File: config.mk
export PLATFORM = sky130hd
export DESIGN_NAME = ycbcr_to_rgb_csd_flat
export DESIGN_NICKNAME = d
export VERILOG_FILES = /design/src/rtl/ycbcr_pkg.sv /design/src/rtl/ycbcr_to_rgb_csd_if.sv /design/src/rtl/csd_const_mult.sv /design/src/rtl/ycbcr_to_rgb_csd.sv /design/src/flat_wrapper.sv
export SDC_FILE = /design/constraint.sdc
export NUM_CORES = 2
export LEC_CHECK = 0
export ABC_AREA = 1
export CORE_MARGIN = 2
export CORE_UTILIZATION = 59
export CTS_CLUSTER_DIAMETER = 50
export DETAILED_ROUTE_END_ITERATION = 12
export PLACE_DENSITY = 0.79
export SKIP_CTS_REPAIR_TIMING = 1
export SLEW_MARGIN = 20
export SYNTH_ARGS = -nofsm -noshare
export SYNTH_HDL_FRONTEND = slang
export SYNTH_SLANG_ARGS = --single-unit
File: constraint.sdc
create_clock -name clk -period 7.1 [get_ports clk]
set_input_delay 1.42 -clock clk [delete_from_list [all_inputs] [get_ports clk]]
set_output_delay 1.42 -clock clk [all_outputs]
set_load 0.005 [all_outputs]
File: src/rtl/ycbcr_pkg.sv
// Shared colour-space constants (Q16) for the forward RGB->YCbCr and inverse YCbCr->RGB CSD paths.
package ycbcr_pkg;

    localparam int unsigned K_SCALE       = 16;
    localparam int unsigned CHROMA_OFFSET = 128;
    localparam int unsigned ROUND_HALF    = 1 << (K_SCALE - 1);

    // Inverse path: R = Y + K_RCR*dCr, G = Y - K_GCB*dCb - K_GCR*dCr, B = Y + K_BCB*dCb
    localparam int unsigned K_RCR = 91881;
    localparam int unsigned K_GCB = 22554;
    localparam int unsigned K_GCR = 46802;
    localparam int unsigned K_BCB = 116130;

    // Forward path coefficients
    localparam int unsigned K_YR  = 19595;
    localparam int unsigned K_YG  = 38470;
    localparam int unsigned K_YB  = 7471;
    localparam int unsigned K_CBR = 11059;
    localparam int unsigned K_CBG = 21709;
    localparam int unsigned K_CBB = 32768;
    localparam int unsigned K_CRR = 32768;
    localparam int unsigned K_CRG = 27439;
    localparam int unsigned K_CRB = 5329;

    // Re-express a Q16 coefficient at another fractional precision (rounded).
    function automatic int unsigned rescale_k(input int unsigned k16, input int unsigned scale);
        if (scale >= K_SCALE)
            return k16 << (scale - K_SCALE);
        return (k16 + (1 << (K_SCALE - scale - 1))) >> (K_SCALE - scale);
    endfunction

    function automatic int unsigned round_half(input int unsigned scale);
        return 1 << (scale - 1);
    endfunction

endpackage

File: src/rtl/ycbcr_to_rgb_csd_if.sv
// Sample-in / pixel-out valid-ready bundle for ycbcr_to_rgb_csd.
// sat_flag exists only when YCC2RGB_SAT_FLAG_EN is defined.
interface ycbcr_to_rgb_csd_if #(
    parameter int unsigned FIXED_POINT_LENGTH = 32,
    parameter int unsigned OUTPUT_WIDTH       = 8
);
    logic                          in_valid;
    logic                          in_ready;
    logic [FIXED_POINT_LENGTH-1:0] y_in;
    logic [FIXED_POINT_LENGTH-1:0] cb_in;
    logic [FIXED_POINT_LENGTH-1:0] cr_in;
    logic                          out_valid;
    logic                          out_ready;
    logic [OUTPUT_WIDTH-1:0]       r_out;
    logic [OUTPUT_WIDTH-1:0]       g_out;
    logic [OUTPUT_WIDTH-1:0]       b_out;
`ifdef YCC2RGB_SAT_FLAG_EN
    logic                          sat_flag;
`endif

    modport slave (
        input  in_valid, y_in, cb_in, cr_in, out_ready,
        output in_ready, out_valid, r_out, g_out, b_out
`ifdef YCC2RGB_SAT_FLAG_EN
        , output sat_flag
`endif
    );

    modport master (
        output in_valid, y_in, cb_in, cr_in, out_ready,
        input  in_ready, out_valid, r_out, g_out, b_out
`ifdef YCC2RGB_SAT_FLAG_EN
        , input sat_flag
`endif
    );

endinterface

File: src/rtl/csd_const_mult.sv
// Combinational multiply of a signed operand by a compile-time constant K,
// built as shift-add/subtract terms from K's canonical-signed-digit recoding.
module csd_const_mult #(
    parameter int unsigned IN_W  = 33,
    parameter int unsigned K     = 1,
    parameter int unsigned OUT_W = IN_W + $clog2(K + 1) + 1
) (
    input  logic signed [IN_W-1:0]  x,
    output logic signed [OUT_W-1:0] p
);
    localparam int unsigned KW = $clog2(K + 1) + 1;

    // Non-adjacent form: runs of ones become +2^(n) -2^(m), which needs one spare digit.
    function automatic logic [KW-1:0] csd_digits(input int unsigned k, input logic want_pos);
        logic [KW-1:0]   d;
        longint unsigned r;
        d = '0;
        r = 64'(k);
        for (int unsigned i = 0; i < KW; i++) begin
            if (r[0]) begin
                if (r[1]) begin
                    if (!want_pos) d[i] = 1'b1;
                    r = r + 64'd1;
                end else begin
                    if (want_pos) d[i] = 1'b1;
                    r = r - 64'd1;
                end
            end
            r = r >> 1;
        end
        return d;
    endfunction

    localparam logic [KW-1:0] POS = csd_digits(K, 1'b1);
    localparam logic [KW-1:0] NEG = csd_digits(K, 1'b0);

    logic signed [OUT_W-1:0] x_ext;
    logic signed [OUT_W-1:0] acc;

    assign x_ext = {{(OUT_W - IN_W){x[IN_W-1]}}, x};

    always_comb begin
        acc = '0;
        for (int unsigned i = 0; i < KW; i++) begin
            if (POS[i]) acc = acc + (x_ext <<< i);
            if (NEG[i]) acc = acc - (x_ext <<< i);
        end
    end

    assign p = acc;

endmodule

File: src/rtl/ycbcr_to_rgb_csd.sv
// YCbCr (Q.SCALE, full range) -> 8-bit RGB, 3-stage valid/ready pipeline with CSD multipliers.
// Define YCC2RGB_SAT_FLAG_EN to add the registered clamp-detect output sat_flag.
module ycbcr_to_rgb_csd
    import ycbcr_pkg::*;
#(
    parameter int unsigned SCALE              = 16,
    parameter int unsigned FIXED_POINT_LENGTH = 32,
    parameter int unsigned OUTPUT_WIDTH       = 8
) (
    input logic               clk,
    input logic               rst,
    ycbcr_to_rgb_csd_if.slave bus
);
    localparam int unsigned D_W    = FIXED_POINT_LENGTH + 1;
    localparam int unsigned KR     = rescale_k(K_RCR, SCALE);
    localparam int unsigned KGB    = rescale_k(K_GCB, SCALE);
    localparam int unsigned KGR    = rescale_k(K_GCR, SCALE);
    localparam int unsigned KBB    = rescale_k(K_BCB, SCALE);
    localparam int unsigned PROD_W = D_W + $clog2(KBB + 1) + 1;

    localparam logic [D_W-1:0]           OFFSET_Q = D_W'(CHROMA_OFFSET) << SCALE;
    localparam logic signed [PROD_W-1:0] RND      = PROD_W'(round_half(SCALE));
    localparam logic signed [PROD_W-1:0] OUT_MAX  = PROD_W'((64'd1 << OUTPUT_WIDTH) - 64'd1);

    logic                          en;
    logic                          v1_q, v1_d, v2_q, v2_d, out_valid_q, out_valid_d;
    logic [FIXED_POINT_LENGTH-1:0] y1_q, y1_d, y2_q, y2_d;
    logic signed [D_W-1:0]         dcb1_q, dcb1_d, dcr1_q, dcr1_d;
    logic signed [PROD_W-1:0]      p_rcr, p_gcb, p_gcr, p_bcb;
    logic signed [PROD_W-1:0]      p_rcr2_q, p_rcr2_d, p_gcb2_q, p_gcb2_d;
    logic signed [PROD_W-1:0]      p_gcr2_q, p_gcr2_d, p_bcb2_q, p_bcb2_d;
    logic signed [PROD_W-1:0]      y_ext, r_sum, g_sum, b_sum;
    logic [OUTPUT_WIDTH-1:0]       r_q, r_d, g_q, g_d, b_q, b_d;
`ifdef YCC2RGB_SAT_FLAG_EN
    logic                          sat_q, sat_d;
`endif

    function automatic logic [OUTPUT_WIDTH-1:0] clamp(input logic signed [PROD_W-1:0] v);
        if (v[PROD_W-1]) return '0;
        if (v > OUT_MAX) return '1;
        return v[OUTPUT_WIDTH-1:0];
    endfunction

`ifdef YCC2RGB_SAT_FLAG_EN
    function automatic logic clamped(input logic signed [PROD_W-1:0] v);
        return v[PROD_W-1] || (v > OUT_MAX);
    endfunction
`endif

    csd_const_mult #(.IN_W(D_W), .K(KR),  .OUT_W(PROD_W)) u_mul_rcr (.x(dcr1_q), .p(p_rcr));
    csd_const_mult #(.IN_W(D_W), .K(KGB), .OUT_W(PROD_W)) u_mul_gcb (.x(dcb1_q), .p(p_gcb));
    csd_const_mult #(.IN_W(D_W), .K(KGR), .OUT_W(PROD_W)) u_mul_gcr (.x(dcr1_q), .p(p_gcr));
    csd_const_mult #(.IN_W(D_W), .K(KBB), .OUT_W(PROD_W)) u_mul_bcb (.x(dcb1_q), .p(p_bcb));

    // One enable for every stage: the whole pipe freezes while the output is stalled.
    always_comb begin
        en          = bus.out_ready || !out_valid_q;
        v1_d        = v1_q;
        y1_d        = y1_q;
        dcb1_d      = dcb1_q;
        dcr1_d      = dcr1_q;
        v2_d        = v2_q;
        y2_d        = y2_q;
        p_rcr2_d    = p_rcr2_q;
        p_gcb2_d    = p_gcb2_q;
        p_gcr2_d    = p_gcr2_q;
        p_bcb2_d    = p_bcb2_q;
        out_valid_d = out_valid_q;
        if (en) begin
            v1_d        = bus.in_valid;
            y1_d        = bus.y_in;
            dcb1_d      = $signed({1'b0, bus.cb_in} - OFFSET_Q);
            dcr1_d      = $signed({1'b0, bus.cr_in} - OFFSET_Q);
            v2_d        = v1_q;
            y2_d        = y1_q;
            p_rcr2_d    = p_rcr;
            p_gcb2_d    = p_gcb;
            p_gcr2_d    = p_gcr;
            p_bcb2_d    = p_bcb;
            out_valid_d = v2_q;
        end
    end

    // Products return to Q.SCALE (floor) before summing; the final shift rounds half up.
    always_comb begin
        y_ext = $signed(PROD_W'(y2_q));
        r_sum = (y_ext + (p_rcr2_q >>> SCALE) + RND) >>> SCALE;
        g_sum = (y_ext - (p_gcb2_q >>> SCALE) - (p_gcr2_q >>> SCALE) + RND) >>> SCALE;
        b_sum = (y_ext + (p_bcb2_q >>> SCALE) + RND) >>> SCALE;
        r_d   = r_q;
        g_d   = g_q;
        b_d   = b_q;
`ifdef YCC2RGB_SAT_FLAG_EN
        sat_d = sat_q;
`endif
        if (en && v2_q) begin
            r_d   = clamp(r_sum);
            g_d   = clamp(g_sum);
            b_d   = clamp(b_sum);
`ifdef YCC2RGB_SAT_FLAG_EN
            sat_d = clamped(r_sum) || clamped(g_sum) || clamped(b_sum);
`endif
        end
    end

    always_ff @(posedge clk) begin
        if (rst) begin
            v1_q        <= 1'b0;
            y1_q        <= '0;
            dcb1_q      <= '0;
            dcr1_q      <= '0;
            v2_q        <= 1'b0;
            y2_q        <= '0;
            p_rcr2_q    <= '0;
            p_gcb2_q    <= '0;
            p_gcr2_q    <= '0;
            p_bcb2_q    <= '0;
            out_valid_q <= 1'b0;
            r_q         <= '0;
            g_q         <= '0;
            b_q         <= '0;
`ifdef YCC2RGB_SAT_FLAG_EN
            sat_q       <= 1'b0;
`endif
        end else begin
            v1_q        <= v1_d;
            y1_q        <= y1_d;
            dcb1_q      <= dcb1_d;
            dcr1_q      <= dcr1_d;
            v2_q        <= v2_d;
            y2_q        <= y2_d;
            p_rcr2_q    <= p_rcr2_d;
            p_gcb2_q    <= p_gcb2_d;
            p_gcr2_q    <= p_gcr2_d;
            p_bcb2_q    <= p_bcb2_d;
            out_valid_q <= out_valid_d;
            r_q         <= r_d;
            g_q         <= g_d;
            b_q         <= b_d;
`ifdef YCC2RGB_SAT_FLAG_EN
            sat_q       <= sat_d;
`endif
        end
    end

    assign bus.in_ready  = en;
    assign bus.out_valid = out_valid_q;
    assign bus.r_out     = r_q;
    assign bus.g_out     = g_q;
    assign bus.b_out     = b_q;
`ifdef YCC2RGB_SAT_FLAG_EN
    assign bus.sat_flag  = sat_q;
`endif

endmodule
File: src/flat_wrapper.sv
// flat-port wrapper written by rule: the top's interface ports become plain ports
module ycbcr_to_rgb_csd_flat import ycbcr_pkg::*;
#(
    parameter int unsigned SCALE              = 16,
    parameter int unsigned FIXED_POINT_LENGTH = 32,
    parameter int unsigned OUTPUT_WIDTH       = 8
)
  (clk, rst, bus_in_valid, bus_y_in, bus_cb_in, bus_cr_in, bus_out_ready, bus_in_ready, bus_out_valid, bus_r_out, bus_g_out, bus_b_out);
  ycbcr_to_rgb_csd_if #(.FIXED_POINT_LENGTH(FIXED_POINT_LENGTH), .OUTPUT_WIDTH(OUTPUT_WIDTH)) bus_i ();
  input logic clk;
  input logic rst;
  input wire logic [$bits(bus_i.in_valid)-1:0] bus_in_valid;
  input wire logic [$bits(bus_i.y_in)-1:0] bus_y_in;
  input wire logic [$bits(bus_i.cb_in)-1:0] bus_cb_in;
  input wire logic [$bits(bus_i.cr_in)-1:0] bus_cr_in;
  input wire logic [$bits(bus_i.out_ready)-1:0] bus_out_ready;
  output wire logic [$bits(bus_i.in_ready)-1:0] bus_in_ready;
  output wire logic [$bits(bus_i.out_valid)-1:0] bus_out_valid;
  output wire logic [$bits(bus_i.r_out)-1:0] bus_r_out;
  output wire logic [$bits(bus_i.g_out)-1:0] bus_g_out;
  output wire logic [$bits(bus_i.b_out)-1:0] bus_b_out;
  assign bus_i.in_valid = bus_in_valid;
  assign bus_i.y_in = bus_y_in;
  assign bus_i.cb_in = bus_cb_in;
  assign bus_i.cr_in = bus_cr_in;
  assign bus_i.out_ready = bus_out_ready;
  assign bus_in_ready = bus_i.in_ready;
  assign bus_out_valid = bus_i.out_valid;
  assign bus_r_out = bus_i.r_out;
  assign bus_g_out = bus_i.g_out;
  assign bus_b_out = bus_i.b_out;
  ycbcr_to_rgb_csd #(.SCALE(SCALE), .FIXED_POINT_LENGTH(FIXED_POINT_LENGTH), .OUTPUT_WIDTH(OUTPUT_WIDTH)) u_core (.clk(clk), .rst(rst), .bus(bus_i));
endmodule
# After elaboration in Yosys (flattened, before gate mapping)

Cells that the tools add are included.

Word-level logic and storage cells: 80
Bits in registers: 361

Add/sub/neg operators: 33
Muxes and demuxes: 27
Reduce and logical (&&, ||, !) cells: 3
Order comparisons: 3

Operators by type and width:

| operator                                            | number |
|---|---|
| > comparator 35 x 9 -> 1 bit, second input constant | 3 |
| adder 51 x 50 -> 51 bit                             | 2 |
| subtractor 51 x 47 -> 51 bit                        | 2 |
| two-way mux 8 bit                                   | 12 |
| adder 36 x 17 -> 37 bit, second input constant      | 2 |
| adder 33 x 35 -> 36 bit                             | 2 |
| subtractor 32 x 24 -> 33 bit, second input constant | 2 |
| adder 51 x 17 -> 51 bit, second input constant      | 1 |
| adder 51 x 48 -> 51 bit                             | 1 |
| adder 51 x 49 -> 51 bit                             | 1 |
| subtractor 51 x 46 -> 51 bit                        | 1 |
| subtractor 51 x 48 -> 51 bit                        | 1 |
| subtractor 45 x 46 -> 47 bit                        | 1 |
| adder 42 x 44 -> 45 bit                             | 1 |
| adder 43 x 44 -> 45 bit                             | 1 |
| subtractor 39 x 44 -> 45 bit                        | 1 |
| subtractor 42 x 44 -> 45 bit                        | 1 |
| subtractor 41 x 42 -> 43 bit                        | 1 |
| subtractor 39 x 41 -> 42 bit                        | 1 |
| subtractor 40 x 41 -> 42 bit                        | 1 |
| subtractor 39 x 40 -> 41 bit                        | 1 |
| subtractor 38 x 39 -> 40 bit                        | 1 |
| adder 34 x 38 -> 39 bit                             | 1 |
| adder 37 x 38 -> 39 bit                             | 1 |
| other kinds (10)                                    | 24 |

# Longest topological paths before layout

Depth after elaboration: 9
Gate-level depth with buffers: 40

# Cells and area by module

From an unflattened synthesis, not the netlist that was laid out.

Cell total of the unflattened synthesis: 8910
Area, all modules: 57640.3 um^2

By module, submodules not included:

| module                             | area an instance (um^2) | cells an instance | instances |
|---|---|---|---|
| ycbcr_to_rgb_csd                   | 19426.1                 | 2890              | 1 |
| csd_const_mult at u_core.u_mul_rcr | 11172.0                 | 1681              | 1 |
| csd_const_mult at u_core.u_mul_bcb | 9877.0                  | 1647              | 1 |
| csd_const_mult at u_core.u_mul_gcr | 9417.8                  | 1519              | 1 |
| csd_const_mult at u_core.u_mul_gcb | 7747.4                  | 1173              | 1 |

# Least setup slack after synthesis

OpenSTA, ideal clock, no wires.

Path kind: register to register
Start: register u_core.dcr1_q[32]
End: register u_core.p_rcr2_q[50]
Cell stages (with the launch flop): 31
Path buffers: 1
Slack: 0.344 ns
Arrival: 6.638 ns
Data required time: 6.983 ns
Library setup time: 0.117 ns
Path through: dfxtp_1 clkbuf_1 inv_1 fa_1 inv_1 fa_1 inv_1 fa_1 inv_1 ha_1 nand2_1 nor2_1 nand2_1 nor4b_1 nand3_1 nand3_1 a21oi_1 xnor2_1 fa_1 ha_1 nand2_1 nor2_1 inv_1 nor4_1 nand3_1 nand3_1 nand3_1 nand3_1 nor2_1 o221ai_1 inv_1

Word-level cells in the longest chain between the ends: 7

RTL lines:

| what                         | line                    | text |
|---|---|---|
| start, declared              | ycbcr_to_rgb_csd.sv:28  | `logic signed [D_W-1:0] dcb1_q, dcb1_d, dcr1_q, dcr1_d;` |
| start signal, assigned       | ycbcr_to_rgb_csd.sv:129 | `dcr1_q <= dcr1_d;` |
| adder 33 x 36 -> 37 bit      | csd_const_mult.sv:45    | `if (POS[i]) acc = acc + (x_ext <<< i);` |
| subtractor 37 x 38 -> 39 bit | csd_const_mult.sv:46    | `if (NEG[i]) acc = acc - (x_ext <<< i);` |
| subtractor 39 x 41 -> 42 bit | csd_const_mult.sv:46    |  |
| adder 42 x 44 -> 45 bit      | csd_const_mult.sv:45    |  |
| subtractor 45 x 46 -> 47 bit | csd_const_mult.sv:46    |  |
| subtractor 51 x 48 -> 51 bit | csd_const_mult.sv:46    |  |
| adder 51 x 50 -> 51 bit *    | csd_const_mult.sv:45    |  |
| end signal, assigned         | ycbcr_to_rgb_csd.sv:132 | `p_rcr2_q <= p_rcr2_d;` |
| end, declared                | ycbcr_to_rgb_csd.sv:30  | `logic signed [PROD_W-1:0] p_rcr2_q, p_rcr2_d, p_gcb2_q, p_gcb2_d;` |

Mark *: on every way between the ends. The rest lies on a longest branch, timed or not.
A chain may end at the register's enable or synchronous reset.

# Worst setup path in the final report

Start: register u_core.dcr1_q[13]
End: register u_core.p_rcr2_q[46]

The elaborated chain is that of the path after synthesis.

==> flow_metrics.env <==
export IMPL_synth_adder_area_share_pct=34.84
export IMPL_clock_sinks=297
export IMPL_holdWs_ns=0.4679
export IMPL_ys_seq_area_share_pct=11.23
export IMPL_hold_viol=0
export IMPL_end_kind="flop"
export IMPL_r2r_end="u_core.p_rcr2_q[46]$_SDFFE_PP0N_"
export IMPL_area_growth_pct=18.51
export IMPL_cp_arrival_ns=7.60
export IMPL_clock_path_buffers=3
export IMPL_synthArstFlopShare_pct=0
export IMPL_whs_path_depth=2
export IMPL_drt_initial_drc_count=6366
export IMPL_synthXorXnorAreaFrac_pct=4.683
export IMPL_cts_tree="done"
export IMPL_finalCritPeriodShare_pct=99.36
export IMPL_ys_types=57
export IMPL_die_w_um=303.5
export IMPL_yosys_area_top_type_share_pct=19.59
export IMPL_synth_top_family_by_area="adder cells"
export IMPL_synth_commonest_cells="inv_1 (1,591), nand2_1 (1,250), nor2_1 (709), a21oi_1 (703), ha_1 (645)"
export IMPL_preCtsSetupSlack_ns=-1.082
export IMPL_synthSimpleGateAreaFrac_pct=19.16
export IMPL_r2r_start="u_core.dcr1_q[13]$_SDFFE_PP0N_"
export IMPL_yosys_area_top_type="fa_1"
export IMPL_firstDrtPassIters=7
export IMPL_setup_violations=0
export IMPL_rsz0062_at_grt="true"
export IMPL_muxShareOfSynthArea_pct=0
export IMPL_skew_ns=0.03030
export IMPL_routed_wirelength_mm=203.6
export IMPL_yosysMostFrequentCell="inv_1"
export IMPL_crit_slowest_cell="fa_1"
export IMPL_synth_fp_nets=8804
export IMPL_netlist_area_um2=52930
export IMPL_cp_endpoint="u_core.p_rcr2_q[46]$_SDFFE_PP0N_"
export IMPL_track_usage_pct=43.08
export IMPL_cpPeakStageDelay_ns=0.55
export IMPL_cts_made_buffers=52
export IMPL_netlist_instances=7541
export IMPL_dp_hpwl_mm=167.5
export IMPL_fin_ws_ns=0.04538
export IMPL_antenna_found_initial=3
export IMPL_synthTopCellsByArea="fa_1 (20%), ha_1 (15%), inv_1 (11%), dfxtp_1 (11%), nand2_1 (8.9%)"
export IMPL_antenna_left=0
export IMPL_r2r_cells=30
export IMPL_max_freq_mhz=141.8
export IMPL_nFillCells=7374
export IMPL_synth_seq_cells=297
export IMPL_clk_latency_ns=0.67
export IMPL_routed_via_count=55079
export IMPL_drv_cap=0
export IMPL_design_area_um2=62730
export IMPL_via_per_inst=5.889
export IMPL_clkTransAtPathRegs_ns=0.06
export IMPL_synth_warnings=0
export IMPL_worstPathRequired_ns=7.65
export IMPL_core_area_um2=88650
export IMPL_place_gp_congestion=1.084
export IMPL_io_pins=126
export IMPL_grt_start_max_net_pins=206
export IMPL_dpl_instance_area_um2=58970
export IMPL_start_kind="flop"
export IMPL_reg2reg_slack_ns=0.05
export IMPL_fp_dieH_um=303.5
export IMPL_root_buffer="clkbuf_16"
export IMPL_htreeDepth=2
export IMPL_status="complete, no violations"
export IMPL_synth_edf_count=0
export IMPL_layout_min_cycle_time_ns=7.055
export IMPL_synth_area_per_cell_um2=7.019
export IMPL_drive_gt1_share_pct=12.52
export IMPL_slew_violations=0
export IMPL_grt_pass1_wl_mm=303.9
export IMPL_nets=9407
export IMPL_path_common_cell="inv_1"
export IMPL_grt_overflow=0
export IMPL_die_area_um2=92130
export IMPL_crit_type="reg -> reg"
export IMPL_startpoint="u_core.dcr1_q[13]$_SDFFE_PP0N_"
export IMPL_wl_per_cell_um=21.77
export IMPL_grt_pass1_vias=53298
export IMPL_rows=109
export IMPL_synthFlopType="dfxtp_1"
export IMPL_worstHoldPathType="reg -> reg"
export IMPL_crit_fanout=4
export IMPL_relSlewSlack_pct=17.34
export IMPL_start_util_pct=59.71
export IMPL_tightest_slew_ns=1.229
export IMPL_io_buffer_count=125
export IMPL_drcViolationCount=0
export IMPL_synth_compound_area_share_pct=18.02
[logic make-up (layout without fill, tap and decap cells)]
kind of cell | count (synthesis) | after routing
compound gates | 1664 | 1664
xor+xnor | 283 | 283
fa+ha+maj | 1163 | 1163
buf+inv | 1702 | 2347
flops | 297 | 297
other cells | 0 | 2
simple gates | 2432 | 2432
[state kept, by name, indices dropped and copies added (netlist names)]
signal	flops
u_core.v2_q	1
u_core.y1_q	32
u_core.p_gcb2_q	35
u_core.bus.b_out	8
u_core.y2_q	32
u_core.p_bcb2_q	35
u_core.bus.g_out	8
u_core.p_rcr2_q	35
u_core.p_gcr2_q	35
u_core.dcr1_q	33
u_core.bus.r_out	8
u_core.bus.out_valid	1
u_core.v1_q	1
u_core.dcb1_q	33
[layout by cell type, fill, tap and decap left out, types with 25 or more instances in the layout]
cell / netlist / routed
o21a_1: 41 / 41
nor2_2: 11 / 28
nor2_1: 709 / 690
o21bai_1: 61 / 59
nand2_2: 31 / 44
clkdlybuf4s50_1: 0 / 124
a21oi_2: 8 / 50
xnor2_1: 98 / 88
fa_1: 518 / 513
nand2_1: 1250 / 1237
o21ai_1: 20 / 25
nor3_1: 58 / 53
a21oi_1: 703 / 652
o21ai_0: 444 / 420
ha_1: 645 / 603
clkbuf_16: 0 / 52
o221ai_1: 32 / 30
a31oi_1: 114 / 101
nand4_1: 67 / 67
buf_4: 0 / 501
nand3_1: 209 / 197
inv_1: 1591 / 1564
a21o_1: 43 / 43
xor2_1: 185 / 161
inv_2: 11 / 27
dfxtp_1: 297 / 276
o211ai_1: 117 / 117
[critical path: cells and delay by family, from the launching register on]
family / cells / cell delay [ns]
compound gates: 8 / 1.39
xor+xnor: 2 / 0.39
buf+inv: 10 / 1.14
flops: 1 / 0.31
simple gates: 4 / 1.01
fa+ha+maj: 6 / 2.69
[metal layers]
metal | up-vias | part of all wire, % | track usage, %
met5 | - | 0.010 | 0
met4 | 4 | 5.6 | 19.09
met1 | 26043 | 40 | 56.64
li1 | 25493 | - | -
met3 | 647 | 10 | 9.103
met2 | 2892 | 44 | 68.35
[cell type report]
class                           instances  area (um^2)  share of cell area (%)
Antenna cell                            2        5.005                0.007978
Clock buffer                           60         1381                   2.202
Clock inverter                         36        397.9                  0.6342
Inverter                             1606         6075                   9.683
Multi-Input combinational cell       5542        42110                   67.13
Sequential cell                       297         5992                   9.552
Tap cell                             1165         1458                   2.324
Timing Repair Buffer                  645         5313                   8.469
[metrics by stage]
| stage | util [%] | setup TNS [ns] | std cells |
|---|---|---|---|
| 3_5_place_dp | 66.53 | -15.00 | 9215 |
| 6_report | 70.77 | 0 | 9353 |
| 5_1_grt | 70.76 | -1.773 | 9351 |
| 4_1_cts | 68.53 | -16.12 | 9311 |
| 2_1_floorplan | - | 0 | 7541 |
| 3_3_place_gp | 66.53 | -12.30 | 9215 |
[worst min-delay path by stage]
stage | start | endpoint | slack (ns)
after floorplan | u_core.v1_q$_SDFFE_PP0N_ | u_core.v1_q$_SDFFE_PP0N_ | 0.45
after global placement | u_core.bus.g_out[1]$_SDFFE_PP0P_ | u_core.bus.g_out[1]$_SDFFE_PP0P_ | 0.45
after detailed placement | u_core.bus.r_out[4]$_SDFFE_PP0P_ | u_core.bus.r_out[4]$_SDFFE_PP0P_ | 0.46
after CTS | u_core.bus.r_out[4]$_SDFFE_PP0P_ | u_core.bus.r_out[4]$_SDFFE_PP0P_ | 0.47
after global routing | u_core.bus.r_out[4]$_SDFFE_PP0P_ | u_core.bus.r_out[4]$_SDFFE_PP0P_ | 0.47
final | u_core.bus.g_out[2]$_SDFFE_PP0P_ | u_core.bus.g_out[2]$_SDFFE_PP0P_ | 0.47
Power is left out: the tool's default activity adds up to more than one toggle a clock period on the data nets, which glitch-free logic cannot reach.
